`src/rtl/alu_tmr_pkg.sv`:
```
// Shared definitions for the triple-issue ALU sequencer: FSM states, flag bit
// positions, opcode constants and the packed result/flag slot layout.
package alu_tmr_pkg;

  typedef enum logic [2:0] {
    ST_IDLE   = 3'd0,
    ST_ISSUE0 = 3'd1,
    ST_ISSUE1 = 3'd2,
    ST_ISSUE2 = 3'd3,
    ST_VOTE   = 3'd4,
    ST_RESP   = 3'd5
  } state_t;

  localparam int DATA_W  = 32;
  localparam int FLAGS_W = 4;
  localparam int SLOT_W  = DATA_W + FLAGS_W;

  localparam int FLAG_N = 3;
  localparam int FLAG_Z = 2;
  localparam int FLAG_C = 1;
  localparam int FLAG_V = 0;

  localparam logic [2:0] OP_ADD = 3'b000;
  localparam logic [2:0] OP_SUB = 3'b001;
  localparam logic [2:0] OP_AND = 3'b010;
  localparam logic [2:0] OP_OR  = 3'b011;
  localparam logic [2:0] OP_SLT = 3'b101;

  typedef struct packed {
    logic [DATA_W-1:0]  result;
    logic [FLAGS_W-1:0] flags;
  } slot_t;

  function automatic slot_t pack_slot(input logic [DATA_W-1:0] result,
                                      input logic [FLAGS_W-1:0] flags);
    slot_t s;
    s.result = result;
    s.flags  = flags;
    return s;
  endfunction

endpackage

```
`src/rtl/tmr_voter3.sv`:
```
// Combinational bitwise 2-of-3 majority voter with disagreement (err) and
// no-pair-agrees (fatal) detection.
module tmr_voter3 #(
  parameter int W = 36
) (
  input  logic [W-1:0] i_a,
  input  logic [W-1:0] i_b,
  input  logic [W-1:0] i_c,
  output logic [W-1:0] o_maj,
  output logic         o_err,
  output logic         o_fatal
);

  logic w_ab_eq;
  logic w_bc_eq;
  logic w_ac_eq;

  // Pairwise equality feeds both the err and fatal decisions.
  always_comb begin
    w_ab_eq = (i_a == i_b);
    w_bc_eq = (i_b == i_c);
    w_ac_eq = (i_a == i_c);
    o_maj   = (i_a & i_b) | (i_a & i_c) | (i_b & i_c);
    o_err   = !(w_ab_eq && w_bc_eq);
    o_fatal = !w_ab_eq && !w_bc_eq && !w_ac_eq;
  end

endmodule

```
`src/rtl/alu_tmr_sequencer.sv`:
```
// Triple-issue ALU sequencer: runs each accepted operation three times on an
// external combinational ALU and returns the registered 2-of-3 vote.
module alu_tmr_sequencer
  import alu_tmr_pkg::*;
#(
  parameter int ERR_CNT_W = 8
) (
  input  logic                 clk,
  input  logic                 rst,
  input  logic                 in_valid,
  output logic                 in_ready,
  input  logic [31:0]          in_a,
  input  logic [31:0]          in_b,
  input  logic [2:0]           in_ctrl,
  output logic [31:0]          alu_a,
  output logic [31:0]          alu_b,
  output logic [2:0]           alu_ctrl,
  input  logic [31:0]          alu_result,
  input  logic [3:0]           alu_flags,
  output logic                 out_valid,
  input  logic                 out_ready,
  output logic [31:0]          out_result,
  output logic [3:0]           out_flags,
  output logic                 out_err,
  output logic                 out_fatal,
  output logic [ERR_CNT_W-1:0] err_count,
  input  logic                 err_clr
);

  localparam logic [ERR_CNT_W-1:0] CNT_MAX = {ERR_CNT_W{1'b1}};
  localparam logic [ERR_CNT_W-1:0] CNT_ONE = {{(ERR_CNT_W-1){1'b0}}, 1'b1};

  state_t              r_state;
  state_t              w_state_nxt;
  logic                w_accept;
  logic                w_do_vote;
  logic                r_in_ready;
  logic                r_out_valid;

  logic [31:0]         r_op_a;
  logic [31:0]         r_op_b;
  logic [2:0]          r_op_ctrl;

  slot_t               r_slot0;
  slot_t               r_slot1;
  slot_t               r_slot2;
  slot_t               w_capture;

  slot_t               w_vote;
  logic                w_vote_err;
  logic                w_vote_fatal;

  logic [31:0]         r_out_result;
  logic [3:0]          r_out_flags;
  logic                r_out_err;
  logic                r_out_fatal;
  logic [ERR_CNT_W-1:0] r_err_count;

  // Next-state decode; acceptance only from IDLE, so retirement never overlaps an accept.
  always_comb begin
    w_state_nxt = r_state;
    w_accept    = 1'b0;
    w_do_vote   = 1'b0;
    case (r_state)
      ST_IDLE: begin
        if (in_valid) begin
          w_state_nxt = ST_ISSUE0;
          w_accept    = 1'b1;
        end else begin
          w_state_nxt = ST_IDLE;
        end
      end
      ST_ISSUE0: w_state_nxt = ST_ISSUE1;
      ST_ISSUE1: w_state_nxt = ST_ISSUE2;
      ST_ISSUE2: w_state_nxt = ST_VOTE;
      ST_VOTE: begin
        w_state_nxt = ST_RESP;
        w_do_vote   = 1'b1;
      end
      ST_RESP: begin
        if (out_ready) begin
          w_state_nxt = ST_IDLE;
        end else begin
          w_state_nxt = ST_RESP;
        end
      end
      default: w_state_nxt = ST_IDLE;
    endcase
  end

  // State register with handshake flags registered from the next state.
  always_ff @(posedge clk or negedge rst) begin
    if (!rst) begin
      r_state     <= ST_IDLE;
      r_in_ready  <= 1'b1;
      r_out_valid <= 1'b0;
    end else begin
      r_state     <= w_state_nxt;
      r_in_ready  <= (w_state_nxt == ST_IDLE);
      r_out_valid <= (w_state_nxt == ST_RESP);
    end
  end

  // Operand capture; the requester may change its inputs freely afterwards.
  always_ff @(posedge clk or negedge rst) begin
    if (!rst) begin
      r_op_a    <= 32'h0000_0000;
      r_op_b    <= 32'h0000_0000;
      r_op_ctrl <= 3'b000;
    end else if (w_accept) begin
      r_op_a    <= in_a;
      r_op_b    <= in_b;
      r_op_ctrl <= in_ctrl;
    end else begin
      r_op_a    <= r_op_a;
      r_op_b    <= r_op_b;
      r_op_ctrl <= r_op_ctrl;
    end
  end

  assign w_capture = pack_slot(alu_result, alu_flags);

  // One slot per issue cycle; the ALU sees identical operands in all three.
  always_ff @(posedge clk or negedge rst) begin
    if (!rst) begin
      r_slot0 <= '0;
      r_slot1 <= '0;
      r_slot2 <= '0;
    end else begin
      case (r_state)
        ST_ISSUE0: r_slot0 <= w_capture;
        ST_ISSUE1: r_slot1 <= w_capture;
        ST_ISSUE2: r_slot2 <= w_capture;
        default: begin
          r_slot0 <= r_slot0;
          r_slot1 <= r_slot1;
          r_slot2 <= r_slot2;
        end
      endcase
    end
  end

  tmr_voter3 #(
    .W (SLOT_W)
  ) u_voter (
    .i_a     (r_slot0),
    .i_b     (r_slot1),
    .i_c     (r_slot2),
    .o_maj   (w_vote),
    .o_err   (w_vote_err),
    .o_fatal (w_vote_fatal)
  );

  // Response registers change only at the VOTE edge and hold through RESP.
  always_ff @(posedge clk or negedge rst) begin
    if (!rst) begin
      r_out_result <= 32'h0000_0000;
      r_out_flags  <= 4'b0000;
      r_out_err    <= 1'b0;
      r_out_fatal  <= 1'b0;
    end else if (w_do_vote) begin
      r_out_result <= w_vote.result;
      r_out_flags  <= w_vote.flags;
      r_out_err    <= w_vote_err;
      r_out_fatal  <= w_vote_fatal;
    end else begin
      r_out_result <= r_out_result;
      r_out_flags  <= r_out_flags;
      r_out_err    <= r_out_err;
      r_out_fatal  <= r_out_fatal;
    end
  end

  // Saturating disagreement counter; a clear wins over a same-edge increment.
  always_ff @(posedge clk or negedge rst) begin
    if (!rst) begin
      r_err_count <= {ERR_CNT_W{1'b0}};
    end else if (err_clr) begin
      r_err_count <= {ERR_CNT_W{1'b0}};
    end else if (w_do_vote && w_vote_err && (r_err_count != CNT_MAX)) begin
      r_err_count <= r_err_count + CNT_ONE;
    end else begin
      r_err_count <= r_err_count;
    end
  end

  assign in_ready   = r_in_ready;
  assign out_valid  = r_out_valid;
  assign alu_a      = r_op_a;
  assign alu_b      = r_op_b;
  assign alu_ctrl   = r_op_ctrl;
  assign out_result = r_out_result;
  assign out_flags  = r_out_flags;
  assign out_err    = r_out_err;
  assign out_fatal  = r_out_fatal;
  assign err_count  = r_err_count;

endmodule

```
`config.mk`:
```
export PLATFORM = sky130hd
export DESIGN_NAME = alu_tmr_sequencer
export DESIGN_NICKNAME = d
export VERILOG_FILES = /design/src/rtl/alu_tmr_pkg.sv /design/src/rtl/tmr_voter3.sv /design/src/rtl/alu_tmr_sequencer.sv
export SDC_FILE = /design/constraint.sdc
export NUM_CORES = 1
export LEC_CHECK = 0
export ABC_AREA = 1
export CAP_MARGIN = 20
export CORE_MARGIN = 2
export CORE_UTILIZATION = 40
export CTS_BUF_LIST = sky130_fd_sc_hd__clkbuf_4
export CTS_CLUSTER_DIAMETER = 80
export DETAILED_ROUTE_END_ITERATION = 8
export PLACE_DENSITY = 0.65
export SLEW_MARGIN = 0
export SYNTH_ARGS = -nofsm -noshare
export SYNTH_HDL_FRONTEND = slang
export SYNTH_HIERARCHICAL = 1
export SYNTH_SLANG_ARGS = --single-unit
```
`constraint.sdc`:
```
create_clock -name clk -period 4.6 [get_ports clk]
set_clock_uncertainty 0.05 [all_clocks]
set_input_delay 0.92 -clock clk [delete_from_list [all_inputs] [get_ports clk]]
set_output_delay 0.92 -clock clk [all_outputs]
set_load 0.005 [all_outputs]
```
==> results.cfg, run 1 <==
[clocking]
post_cts_resized = 0
cts_sinks = 226
holdBufCountCts = 0
cts_max_path_buffers = 3
clkTransAtPathRegs_ns = 0.06
clock_latency_ns = 0.64
numCtsBuffers = 66
h-tree-depth = 3
cts_tree = built
cts_setup_buffers = 0
clock-root-buffer = clkbuf_4

[cells_and_area]
fin_nets = 1494
area_growth_pct = 33.77
instances_no_fill = 1663
drive_above_1_share_pct = 14.54
n_fill_cell = 2317

[worst_setup_path]
slowest_stage = dfstp_2
startpoint_type = flip-flop
critPathBufInv = 1
path_max_fanout = 1
cp_top_family = flip-flops
cp_data_arrival_time_ns = 1.68
cp.required_ns = 3.63
cpPeakStageDelay_ns = 0.52
critical_path_class = flip-flop to output pin
cp-end-kind = output pin
worstPathCellList = clkdlybuf4s50_1

[power]
total_power_mw = 9.756
p_per_area_nw_per_um2 = 695.8
leakagePower_nw = 6.935
peakVddDrop_mv = 0.4189

[synth]
yosysUniqueCellTypes = 25
synthSimpleGateAreaFrac_pct = 16.15
synth-edff-count = 0
ys.flop_type = dfrtp_1
synth_nets = 1232
ys_top_cells_by_count = nand2_1 (275), dfrtp_1 (225), ha_1 (109)
synth_mux_area_share_pct = 7.879
synth_adder_area_share_pct = 13.01
synthArstFlopShare_pct = 100.0
yosys_warnings = 6
synth-compound-area-share_pct = 5.646
synth_area_um2 = 10480
synth-seq-cells = 226
ys_seq_area_share_pct = 53.97
synthXorXnorAreaFrac_pct = 0
synth_top_family_by_area = simple AND/OR/NAND/NOR gates
avgSynthCellArea_um2 = 10.33
netlist.area_leader.share_pct = 53.72
netlist_instances = 1015
yosysMostFrequentCell = nand2_1
synth_top_area_cell = dfrtp_1
synthTopCellsByArea = dfrtp_1 (54%), ha_1 (13%), nand2_1 (9.8%)

[detailed_routing]
drtIter0Drc = 405
drt-met1-wl_um = 11270
met3_length_um = 1198
met2_length_um = 12520
drtPass1Iterations = 4
wl_per_cell_um = 15.31
finalWirelength_um = 25450
ant_nets = 0
highest_layer = met4
viasPerCell = 4.759
vias = 7915
drc = 0

[die]
die_h_um = 165.9
io_pins = 223
dieArea_um2 = 27510
floorplan.initialDensity_pct = 40.45
rows = 59
die_w_um = 165.9
core_um2 = 25910

[grt]
grt_max_degree = 118
grt_pass1_wl_um = 42240
grt-ovfl-total = 0
grt.total_usage_pct = 18.84
grt_pass1_vias = 8169
antenna_found_initial = 1

[sta]
final_hold_viol_count = 0
max_slew_margin_pct = 34.75
fin_ws_ns = 1.951
drv_slew = 0
fmax_mhz = 377.5
rsz0062_at_grt = false
holdWs_ns = 0.2920
setup_viol = 0
min_period_over_period_pct = 57.59
tightest_slew_ns = 0.9787
tns_ns = 0
period_minus_slack_ns = 2.649

[placed_design]
dp_slack_ns = 1.743
dp_cells = 1543
io_buffers = 222
gp_congestion = 0.8124
dp_hpwl_um = 17710

[run_status]
outcome = complete, no violations

[flow_run]
drv_cap = 0

[worst_hold_path]
hold_path.class = input pin to async pin
[kinds of logic (layout without fill, tap and decap cells)]
logic type | Yosys count | count (layout)
and+or+nand+nor | 413 | 413
DFF | 226 | 226
AOI/OAI and AO/OA | 117 | 117
adders and majority gates | 109 | 109
buffers and inverters | 83 | 395
muxes | 67 | 67
other | 0 | 1
[state kept, by name, summed over array words and instances (netlist names)]
signal,cells
alu_a,32
r_slot2,36
out_result,32
r_slot0,36
r_state,3
out_err,1
out_flags,4
r_slot1,36
alu_b,32
alu_ctrl,3
out_valid,1
err_count,8
out_fatal,1
in_ready,1
[power by group]
| part | leakage, nW | internal, mW | switching [mW] |
|---|---|---|---|
| sequential | 2.75 | 2.97 | 0.674 |
| clock | 0.554 | 1.28 | 0.852 |
| combinational | 3.63 | 2.18 | 1.80 |
| total | 6.93 | 6.43 | 3.33 |
[cells in the final DEF (no fill, tap or decap)]
master	count
nand2_1	274
dfrtp_1	225
clkdlybuf4s50_1	221
ha_1	109
o21ai_0	108
clkbuf_4	101
nor2_1	75
mux2_2	48
inv_1	45
or3_1	36
mux2_4	19
nand3_1	12
clkinv_1	12
buf_4	8
nand4_1	7
bufinv_16	5
o21ai_1	4
nor2_2	3
a21oi_1	3
nand3_4	2
diode_2	1
inv_2	1
nand3_2	1
nand2_2	1
nor3_1	1
a21oi_2	1
o21bai_1	1
dfstp_2	1
buf_8	1
buf_16	1
nor4_1	1
[per-stage QoR]
stage               utilization [%]  area (µm²)
floorplan                         -       10480
global placement              50.32       13040
detailed placement            50.32       13040
CTS                           54.00       13990
global route                  54.11       14020
finish                        54.11       14020
[cell type report]
class	count	area [µm²]	area share [%]
antenna	1	2.502	0.01785
clock inverter	17	195.2	1.392
tap	335	419.2	2.989
inverter	46	172.7	1.231
timing repair buffer	231	2315	16.51
clock buffer	101	758.2	5.408
sequential	226	5657	40.34
multi-input combinational	706	4502	32.11
[path summary, 6_finish.rpt]
check / from / end / slack [ns] / cells past startpoint
max in group asynchronous: rst / r_slot2[20]$_DFFE_PN0P_ / 3.06 / 2
max: in_ready$_DFF_PN1_ / in_ready / 1.95 / 1
min: rst / alu_b[19]$_DFFE_PN0N_ / 0.29 / 1
min in group clk: out_err$_DFFE_PN0N_ / out_err$_DFFE_PN0N_ / 0.42 / 2
max reg2reg: r_slot1[21]$_DFFE_PN0P_ / err_count[1]$_DFFE_PN0P_ / 2.20 / 12
min reg2reg: out_err$_DFFE_PN0N_ / out_err$_DFFE_PN0N_ / 0.42 / 2
[routing by layer]
| layer | global-route usage (%) | vias to the layer above |
|---|---|---|
| li1 | - | 3942 |
| met1 | 23.94 | 3758 |
| met2 | 31.64 | 174 |
| met3 | 4.719 | 41 |
| met4 | 6.163 | 0 |
| met5 | 0 | - |
Note: power is estimated with default switching activity, not from simulation.
==> run 2, diff against run 1 <==
Clock period 4.6 ns to 2.5 ns, I/O delays scaled along.
==> results.cfg, run 2 (synthesis results as in run 1) <==
[grt]
grt-ovfl-total = 0
grt_max_degree = 74
antenna_found_initial = 2
grt_pass1_vias = 8116
grt_pass1_wl_um = 42100
grt.total_usage_pct = 18.87

[power]
peakVddDrop_mv = 0.7232
p_per_area_nw_per_um2 = 1244
leakagePower_nw = 6.912

[sta]
rsz0062_at_grt = false
final_hold_viol_count = 0
max_slew_margin_pct = 50.25
drv_slew = 0
min_period_over_period_pct = 88.07
tightest_slew_ns = 0.7462
fmax_mhz = 454.2
tns_ns = 0
period_minus_slack_ns = 2.202
setup_viol = 0

[die]
die_w_um = 165.9
core_um2 = 25910
floorplan.initialDensity_pct = 40.45
die_h_um = 165.9
io_pins = 223
dieArea_um2 = 27510
rows = 59

[clocking]
h-tree-depth = 3
clkTransAtPathRegs_ns = 0.07
cts_tree = built
numCtsBuffers = 66
clock-root-buffer = clkbuf_4
cts_setup_buffers = 0
cts_max_path_buffers = 3
cts_sinks = 226
post_cts_resized = 0
clock_latency_ns = 0.62

[worst_setup_path]
cpPeakStageDelay_ns = 0.52
startpoint_type = flip-flop
reg2reg_from = r_slot2[19]$_DFFE_PN0P_
worstPathCellList = clkdlybuf4s50_1
slowest_stage = clkdlybuf4s50_1
critical_path_class = flip-flop to output pin
cp_top_family = buffers and inverters
reg2reg_to = err_count[7]$_DFFE_PN0P_
cp-end-kind = output pin
ff2ff_path_depth = 12
path_max_fanout = 1
cp.required_ns = 1.95
critPathBufInv = 1
cp_data_arrival_time_ns = 1.65
r2r_setup_slack_ns = 0.32

[detailed_routing]
ant_nets = 0
drc = 0
wl_per_cell_um = 15.38
drtPass1Iterations = 5
viasPerCell = 4.793
vias = 7962
drtIter0Drc = 384
finalWirelength_um = 25550

[worst_hold_path]
hold_path.class = input pin to async pin

[cells_and_area]
final_common_cell = nand2_1
layout_common_cells = nand2_1 (274), dfrtp_1 (225), clkdlybuf4s50_1 (221)
area_growth_pct = 33.10
fin_nets = 1502
top_regs = r_slot0 x36, r_slot1 x36, r_slot2 x36
drive_above_1_share_pct = 14.57
fin_area_um2 = 13950

[flow_run]
drv_cap = 0

[placed_design]
io_buffers = 222
placedInstanceArea_um2 = 13170
gp_congestion = 0.8347
dp_hpwl_um = 18140

[run_status]
outcome = complete, no violations
run 2: changes by cell type in the layout (fill, tap and decap cells not counted), sizes merged:
cell,previous run,this run
inv,46,47
dlygate4sd3,0,1
clkbuf,101,98
bufinv,5,0
clkinv,12,9
buf,10,17
run 2: worst reg2reg max path, cell delays in order, from the launching register on:
cell and delay [ns]:
dfrtp_1 0.42, ha_1 0.29, nor2_1 0.12, nand2_1 0.06, nor2_1 0.14, nand2_1 0.08, nor2_2 0.13, nand4_1 0.16
nand3_1 0.17, a21oi_2 0.10, nor2_1 0.25, nand2_1 0.08, nand2_1 0.07
run 2: what timing repair did:
| item | 4_1_cts | 5_1_grt |
|---|---|---|
| hold endpoints to repair | 63 | 0 |
| endpoints found under the setup margin | 0 | 0 |
| hold buffers | 1 | 0 |
run 2: worst max path at each step:
stage,from,end,slack [ns],depth (start not counted)
after floorplan,r_slot1[12]$_DFFE_PN0P_,err_count[4]$_DFFE_PN0P_,0.71,12
after global placement,r_slot0[21]$_DFFE_PN0P_,err_count[4]$_DFFE_PN0P_,0.32,12
after detailed placement,r_slot0[17]$_DFFE_PN0P_,err_count[7]$_DFFE_PN0P_,0.32,12
after CTS,in_ready$_DFF_PN1_,in_ready,0.21,1
after global routing,r_slot1[15]$_DFFE_PN0P_,err_count[7]$_DFFE_PN0P_,0.04,12
final,in_ready$_DFF_PN1_,in_ready,0.30,1
run 2: final cells by class:
class | instances | area, µm²
fill | 2331 | 11960
timing repair buffer | 239 | 2432
clock buffer | 98 | 735.7
inverter | 46 | 172.7
antenna | 1 | 2.502
multi-input combinational | 706 | 4494
clock inverter | 10 | 37.54
sequential | 226 | 5657
tap | 335 | 419.2
run 2: layer usage:
metal  up-vias  share of wire (%)  global-route usage [%]
met5         -              0.043                       0
met4         2                2.2                   6.767
met3        52                4.8                   4.457
met2       187                 48                   30.71
met1      3773                 45                   24.74
li1       3948                  -                       -
run 2: power breakdown:
| group | internal [mW] | total (mW) | switching (mW) | leakage [nW] |
|---|---|---|---|---|
| registers | 5.47 | 6.71 | 1.24 | 2.75 |
| clock network | 1.77 | 3.26 | 1.49 | 0.469 |
| logic | 4.07 | 7.38 | 3.31 | 3.69 |
| total | 11.3 | 17.4 | 6.04 | 6.91 |
run 2: through the flow:
stage          hold slack (ns)  setup WS (ns)  power, mW  instances  util (%)
6_report                0.3914         0.2983      17.35       1661     53.84
5_1_grt                 0.3642        0.03726      19.01       1661     53.84
4_1_cts                 0.3263         0.2050      17.67       1660     53.83
3_5_place_dp            0.4138         0.3161      14.27       1551     50.81
3_3_place_gp            0.4127         0.3217      14.03       1551     50.81
2_1_floorplan           0.1544         0.7062      10.68       1015         -
